==> src/rtl/huffman_mcu_scheduler.sv <==
// Huffman MCU scheduler: shares one Huffman coder between the Y/Cb/Cr
// run-length streams. It walks the MCU component order one whole block per
// slot and tags every forwarded beat with its component and table set.

package huffman_mcu_pkg;
    // Run-length symbol handed from the zigzag/RLE stage to the Huffman coder.
    typedef struct packed {
        logic        valid;
        logic        sop;
        logic        eop;
        logic        done;
        logic [3:0]  run;
        logic [3:0]  size;
        logic [11:0] amp;
    } tempCode_t;
endpackage

module huffman_mcu_scheduler
    import huffman_mcu_pkg::*;
#(
    parameter int MCU_CNT_W = 16
) (
    input  logic                 clk,
    input  logic                 rst_n,
    input  logic                 start,
    input  logic                 cfg_420,
    input  logic [MCU_CNT_W-1:0] cfg_mcu_count,
    input  tempCode_t            y_in,
    input  tempCode_t            cb_in,
    input  tempCode_t            cr_in,
    output logic                 y_rdy,
    output logic                 cb_rdy,
    output logic                 cr_rdy,
    output tempCode_t            out,
    input  logic                 out_rdy,
    output logic                 out_chroma,
    output logic [1:0]           out_comp,
    output logic                 busy,
    output logic                 frame_done,
    output logic                 sop_err
);

    localparam logic [1:0] COMP_Y  = 2'd0;
    localparam logic [1:0] COMP_CB = 2'd1;
    localparam logic [1:0] COMP_CR = 2'd2;

    typedef enum logic [1:0] {
        IDLE = 2'd0,
        PASS = 2'd1,
        NEXT = 2'd2,
        DONE = 2'd3
    } state_t;

    state_t               state;
    logic                 is_420;
    logic [MCU_CNT_W-1:0] mcu_total;
    logic [MCU_CNT_W-1:0] mcu;
    logic [2:0]           slot;
    logic                 in_block;   // SOP of the current slot already forwarded

    logic [1:0]           sel_comp;
    tempCode_t            sel_in;
    tempCode_t            beat_next;
    logic                 last_slot;
    logic                 last_mcu;
    logic                 can_take;
    logic                 take;
    logic                 bad_sop;
    logic                 fwd;

    // Map the slot position inside the MCU to the component it carries.
    always_comb begin
        sel_comp = COMP_Y;
        if (is_420) begin
            if (slot == 3'd4)      sel_comp = COMP_CB;
            else if (slot == 3'd5) sel_comp = COMP_CR;
        end else begin
            if (slot == 3'd1)      sel_comp = COMP_CB;
            else if (slot == 3'd2) sel_comp = COMP_CR;
        end
    end

    // Select the active stream and form the beat that would be registered.
    always_comb begin
        case (sel_comp)
            COMP_CB: sel_in = cb_in;
            COMP_CR: sel_in = cr_in;
            default: sel_in = y_in;
        endcase
        last_slot = is_420 ? (slot == 3'd5) : (slot == 3'd2);
        // Compare before incrementing so mcu never needs to wrap.
        last_mcu  = ({1'b0, mcu} + 1'b1) == {1'b0, mcu_total};
        beat_next       = sel_in;
        beat_next.valid = 1'b1;
        beat_next.done  = sel_in.eop && last_slot && last_mcu;
    end

    // Handshake: only the selected stream sees ready, and only when the
    // output register is empty or draining this cycle.
    always_comb begin
        can_take = (state == PASS) && (!out.valid || out_rdy);
        y_rdy    = can_take && (sel_comp == COMP_Y);
        cb_rdy   = can_take && (sel_comp == COMP_CB);
        cr_rdy   = can_take && (sel_comp == COMP_CR);
        take     = can_take && sel_in.valid;
        // A slot must open with SOP; anything else is swallowed.
        bad_sop  = take && !in_block && !sel_in.sop;
        fwd      = take && !bad_sop;
    end

    // Scheduler FSM, counters and the registered output stage.
    always_ff @(posedge clk or negedge rst_n) begin
        if (!rst_n) begin
            state      <= IDLE;
            is_420     <= 1'b0;
            mcu_total  <= '0;
            mcu        <= '0;
            slot       <= '0;
            in_block   <= 1'b0;
            out        <= '0;
            out_chroma <= 1'b0;
            out_comp   <= COMP_Y;
            busy       <= 1'b0;
            frame_done <= 1'b0;
            sop_err    <= 1'b0;
        end else begin
            frame_done <= 1'b0;

            if (fwd) begin
                out        <= beat_next;
                out_comp   <= sel_comp;
                out_chroma <= (sel_comp != COMP_Y);
            end else if (out_rdy) begin
                out.valid  <= 1'b0;
            end

            if (bad_sop) begin
                sop_err <= 1'b1;
            end

            case (state)
                IDLE: begin
                    if (start) begin
                        is_420    <= cfg_420;
                        mcu_total <= cfg_mcu_count;
                        slot      <= '0;
                        mcu       <= '0;
                        in_block  <= 1'b0;
                        busy      <= 1'b1;
                        sop_err   <= 1'b0;
                        state     <= (cfg_mcu_count == '0) ? DONE : PASS;
                    end
                end
                PASS: begin
                    if (fwd) begin
                        if (sel_in.eop) begin
                            in_block <= 1'b0;
                            state    <= NEXT;
                        end else begin
                            in_block <= 1'b1;
                        end
                    end
                end
                NEXT: begin
                    if (last_slot) begin
                        slot  <= '0;
                        mcu   <= mcu + 1'b1;
                        state <= last_mcu ? DONE : PASS;
                    end else begin
                        slot  <= slot + 3'd1;
                        state <= PASS;
                    end
                end
                DONE: begin
                    frame_done <= 1'b1;
                    busy       <= 1'b0;
                    state      <= IDLE;
                end
                default: state <= IDLE;
            endcase
        end
    end

endmodule

==> config.mk <==
export PLATFORM = sky130hd
export DESIGN_NAME = huffman_mcu_scheduler
export DESIGN_NICKNAME = d
export VERILOG_FILES = /design/src/rtl/huffman_mcu_scheduler.sv
export SDC_FILE = /design/constraint.sdc
export NUM_CORES = 1
export LEC_CHECK = 0
export BUFFER_PORTS_ARGS = -buffer_cell sky130_fd_sc_hd__clkbuf_2
export CAP_MARGIN = 40
export CORE_ASPECT_RATIO = 1.75
export CORE_UTILIZATION = 33
export DETAILED_ROUTE_END_ITERATION = 10
export MAX_ROUTING_LAYER = met4
export PLACE_DENSITY_LB_ADDON = 0.05
export REMOVE_ABC_BUFFERS = 1
export SYNTH_ARGS = -nofsm -noshare
export SYNTH_HDL_FRONTEND = slang
export SYNTH_SLANG_ARGS = --single-unit
export TNS_END_PERCENT = 100
==> constraint.sdc <==
create_clock -name clk -period 8.47 [get_ports clk]
set_input_delay 1.2705 -clock clk [delete_from_list [all_inputs] [get_ports clk]]
set_output_delay 1.2705 -clock clk [all_outputs]
set_load 0.02 [all_outputs]
======== After elaboration in Yosys (flattened, before gate mapping) ========
Index checks and enable logic that the tools add are counted.
operators by class
  equal/unequal tests ..................... 14
  muxes and demuxes ....................... 32
  $add $sub $neg .......................... 3
  reductions and logical operators ........ 29
operator list
  operator               number
  $pmux 24 s2            1
  $mux 16                2
  $pmux 16 s2            1
  $mux 2                 11
  $add 16x1->17 const B  1
  $eq 17x16->1           1
  $add 16x1->16 const B  1
  $logic_not 16->1       1
  $mux 1                 11
  $logic_and 1x1->1      10
  $reduce_bool 2->1      5
  $reduce_and 3->1       3
  $ne 2x2->1 const B     4
  $pmux 2 s4             1
  $eq 2x2->1 const B     3
  $eq 3x3->1 const B     2
  $mux 3                 2
  $pmux 3 s2             1
  $reduce_and 2->1       3
  $eq 2x1->1 const B     2
  $logic_not 1->1        4
  $logic_not 2->1        2
  $pmux 1 s2             2
  $add 3x1->3 const B    1
  3 further kinds        3
word-level totals
  input bits .............................. 93
  output and inout port bits .............. 33
  logic and storage cells ................. 96
  flip-flop bits (word level) ............. 69

======== Longest topological paths before layout ========
  depth in word-level cells ............... 13
  depth in mapped cells ................... 13
  gate-level depth less buffers ........... 13

======== Worst setup path after synthesis ========
OpenSTA, ideal clock, no wires.
  path kind ............................... register to output
  start point ............................. register slot[0]
  end point ............................... output port cb_rdy
  slack ................................... 5.091 ns
  arrival time ............................ 2.109 ns
  data required time ...................... 7.200 ns
  buffers on the path ..................... 1
  stages on the path, launching flop included .. 9
  cells stage by stage .................... dfrtp_1 > ha_1 > and3_1 > nor2_1 > nor2_1 > inv_1 > ha_1 > clkbuf_1 > and2_1
on the way
  longest elaborated chain between the ends .. 6
  elaborated cells on any way between the ends .. 11
  those cells by class .................... eq/ne (5); mux (5); reduce/logical (1)
ends and longest elaborated chain
  what                                             line    source
  from (decl)                                      58      logic [2:0] slot;
  from (signal assigned)                           170     slot <= slot + 3'd1;
  $eq 3x2->1 / $eq 3x3->1 (equally long branches)  79, 76
  $mux 2 (on tied branches)                        79, 76
  $mux 2 (on tied branches)                        78, 75
  $mux 2 *                                         74      if (is_420) begin
  net sel_comp[1]                                  61      logic [1:0] sel_comp;
  $eq 2x1->1 *                                     103     cb_rdy = can_take && (sel_comp == COMP_CB);
  $logic_and 1x1->1 *                              103
  to (decl)                                        32      output logic cb_rdy,
Mark *: on every way through the listed nets, which the timed path passes. The rest lies on a longest branch.

======== Final worst setup path ========
Same ends and word-level chain as after synthesis.

==> impl_metrics.py <==
metrics = {
    "run_status": {
        "status": "finished, final reports clean",
    },
    "clock_network": {
        "cts_tree": "done",
        "insertion_delay_ns": 0.33,
        "ctsHtreeMaxLevel": 3,
        "ctsResizeCount": 0,
        "cts_hold_repair.buffers": 0,
        "cts_buffer_depth": 2,
        "post-cts-setup-buffers": 0,
        "root_buffer": "clkbuf_16",
        "numCtsBuffers": 9,
        "clk_pin_slew_worst_paths_ns": 0.05,
        "clock_sinks": 69,
    },
    "floorplanning": {
        "die_width_um": 83.7,
        "die_h_um": 145,
        "core_um2": 11200,
        "rows": 51,
        "start_util": 0.343,
        "dieArea_um2": 12100,
        "ios": 126,
    },
    "grt": {
        "grt_pass1_wl_um": 17800,
        "first_global_vias": 3640,
        "grt.total_usage": 0.190,
        "antenna_found_initial": 0,
        "grt-ovfl-total": 0,
        "grt_max_degree": 50,
    },
    "drt": {
        "viasPerCell": 5.15,
        "met3WireLength_um": 451,
        "ant_nets": 0,
        "num_vias": 3509,
        "highest_layer": "met4",
        "wl_met1_um": 4090,
        "drtIter0Drc": 121,
        "drc": 0,
        "wl_per_cell_um": 15.7,
        "wl_met2_um": 5940,
        "dr.pass1.iters": 4,
        "wl_um": 10700,
    },
    "worst_setup_path": {
        "cp.arrival_ns": 2.71,
        "worst_setup_path_start_kind": "register",
        "max_stage_delay_ns": 0.55,
        "critPathCaptureType": "primary output",
        "slowest_stage": "nor2_1",
        "crit_family": "simple AND/OR/NAND/NOR gates",
        "critical_path_required_ns": 7.20,
        "path_cells": "ha_1, and3_1, nor2_1, nor2_1, inv_1, ha_1, buf_4, and2_1, clkbuf_2",
        "cp_num_buf_inv": 3,
        "critPathKind": "register to primary output",
        "path_max_fanout": 24,
    },
    "synth": {
        "syn_avg_cell_area_um2": 9.02,
        "ys_types": 45,
        "yosysTopAreaCell": "dfrtp_1",
        "synth-seq-area-share": 0.448,
        "synth_area_leaders": "dfrtp_1 (45%), o21ai_0 (6.5%), nor2_1 (5.0%)",
        "synth_area_um2": 3850,
        "synth_async_sr_flop_share": 1.00,
        "ys_ff_latch": 69,
        "syn_inst": 427,
        "synth_top_area_frac": 0.448,
        "ys_warn_count": 0,
        "synth_ff_type": "dfrtp_1",
        "synth-edff-count": 0,
    },
    "job": {
        "maxCapViolCount": 0,
    },
    "sta": {
        "hold_viol": 0,
        "relSlewSlack": 0.462,
        "worstMarginPinSlew_ns": 0.804,
        "fin_crit_sh": 0.470,
        "slew_violations": 0,
        "setup_tns_ns": 0,
        "finClkSkew_ns": 0.00662,
        "max_freq_mhz": 251,
        "fin_crit_ns": 3.98,
        "finalSetupViolCount": 0,
        "fin_hold_ws_ns": 0.482,
        "rsz0062_at_grt": "no",
    },
    "place": {
        "portBuffers": 122,
        "place_congestion": 0.841,
        "place_hpwl_um": 8310,
    },
    "power_and_ir_drop": {
        "vdd.ir_drop.worst_mv": 0.141,
        "power_leakage_nw": 2.28,
        "power_density_nw_per_um2": 309,
    },
    "cells_and_area": {
        "final_common_cell": "clkbuf_2",
        "fin_util": 0.443,
        "drive_above_1_share": 0.313,
        "layout.nets": 645,
        "diodes": 0,
        "mostFrequentLayoutCells": "clkbuf_2 (121), dfrtp_1 (69), nor2_1 (51), o21ai_0 (50), nand2_1 (48)",
        "area_growth_pct": 29.0,
    },
    "worst_hold_path": {
        "worstHoldPathType": "register to register",
    },
}
[power breakdown]
| group | switching [mW] | internal [mW] |
|---|---|---|
| combinational | 0.329 | 0.240 |
| clock | 0.144 | 0.274 |
| sequential | 0.101 | 0.448 |
| total | 0.574 | 0.962 |
[cells by family after synthesis]
| kind of cell | count (synthesis) | share of synthesized area |
|---|---|---|
| XOR/XNOR | 25 | 0.0568 |
| buffers and inverters | 32 | 0.0344 |
| flip-flops | 69 | 0.448 |
| AND/OR/NAND/NOR | 153 | 0.188 |
| multiplexers | 19 | 0.0549 |
| AO/OA/AOI/OAI | 121 | 0.191 |
| adder cells (fa/ha/maj) | 8 | 0.0260 |
[final timing paths]
kind / startpoint / end / slack [ns] / depth (start not counted)
worst max-delay path: slot[0] / cb_rdy / 4.49 / 9
worst min-delay path: out_chroma / out_chroma / 0.48 / 2
worst max register to register: slot[0] / state[1] / 4.67 / 12
worst min register to register: out_chroma / out_chroma / 0.48 / 2
max in group asynchronous: rst_n / mcu_total[1] / 7.01 / 3
min in group asynchronous: rst_n / out[16] / 0.91 / 2
[flip-flops by register name (all words and copies together) (netlist names), 2 cells and up]
name / count
mcu: 16
mcu_total: 16
out: 24
out_comp: 2
slot: 3
state: 2
[per-layer routing]
| metal | vias to the layer above | global-route usage |
|---|---|---|
| met5 | - | - |
| met4 | 0 | 0.0678 |
| met3 | 14 | 0.0336 |
| met2 | 107 | 0.355 |
| met1 | 1630 | 0.195 |
| li1 | 1758 | - |
[Yosys cell counts, types with 2 or more instances]
library cell  count
nor4_1            6
a22oi_1          24
nor2_1           51
xnor2_1          21
buf_2             4
xor2_1            4
o41ai_1           2
nor3_1            7
or4_1             2
o21ai_0          50
o31ai_1           5
dfrtp_1          69
nand3_1           9
mux2i_1           2
a21oi_1          28
buf_4             2
nand4_1           7
mux2_2           17
clkbuf_1         17
inv_1             8
and3_1            6
and2_1            5
nand2b_1          3
ha_1              8
nand2_1          48
a22o_1            2
o22ai_1           2
[stage by stage]
stage          setup WS (ns)  total power [mW]  cell area, um^2  std cells
2_1_floorplan           3.78             0.909             3750        403
5_1_grt                 4.17              1.65             4970        681
6_report                4.49              1.54             4970        681
4_1_cts                 4.44              1.56             4970        681
3_5_place_dp            4.60              1.14             4640        665
3_3_place_gp            4.42              1.10             4580        663
[area by class of cell]
cell class                      instances  area, um^2
Fill cell                            1143        6260
Timing Repair Buffer                  130         711
Multi-Input combinational cell        326        2000
Tap cell                              132         165
Sequential cell                        69        1730
Clock inverter                          5        81.3
Inverter                                8        30.0
Clock buffer                           11         253
[worst reg2reg max path: stages (launching register included)]
cell and delay, ns:
dfrtp_1 0.43, ha_1 0.23, and3_1 0.19, nor2_1 0.55
nor2_1 0.13, ha_1 0.31, buf_4 0.39, a221oi_1 0.17
a2111oi_2 0.54, o21ai_4 0.30, nor2_1 0.27, nor2_1 0.08
o22ai_1 0.13
No activity file was read; power rests on OpenSTA's default activity.
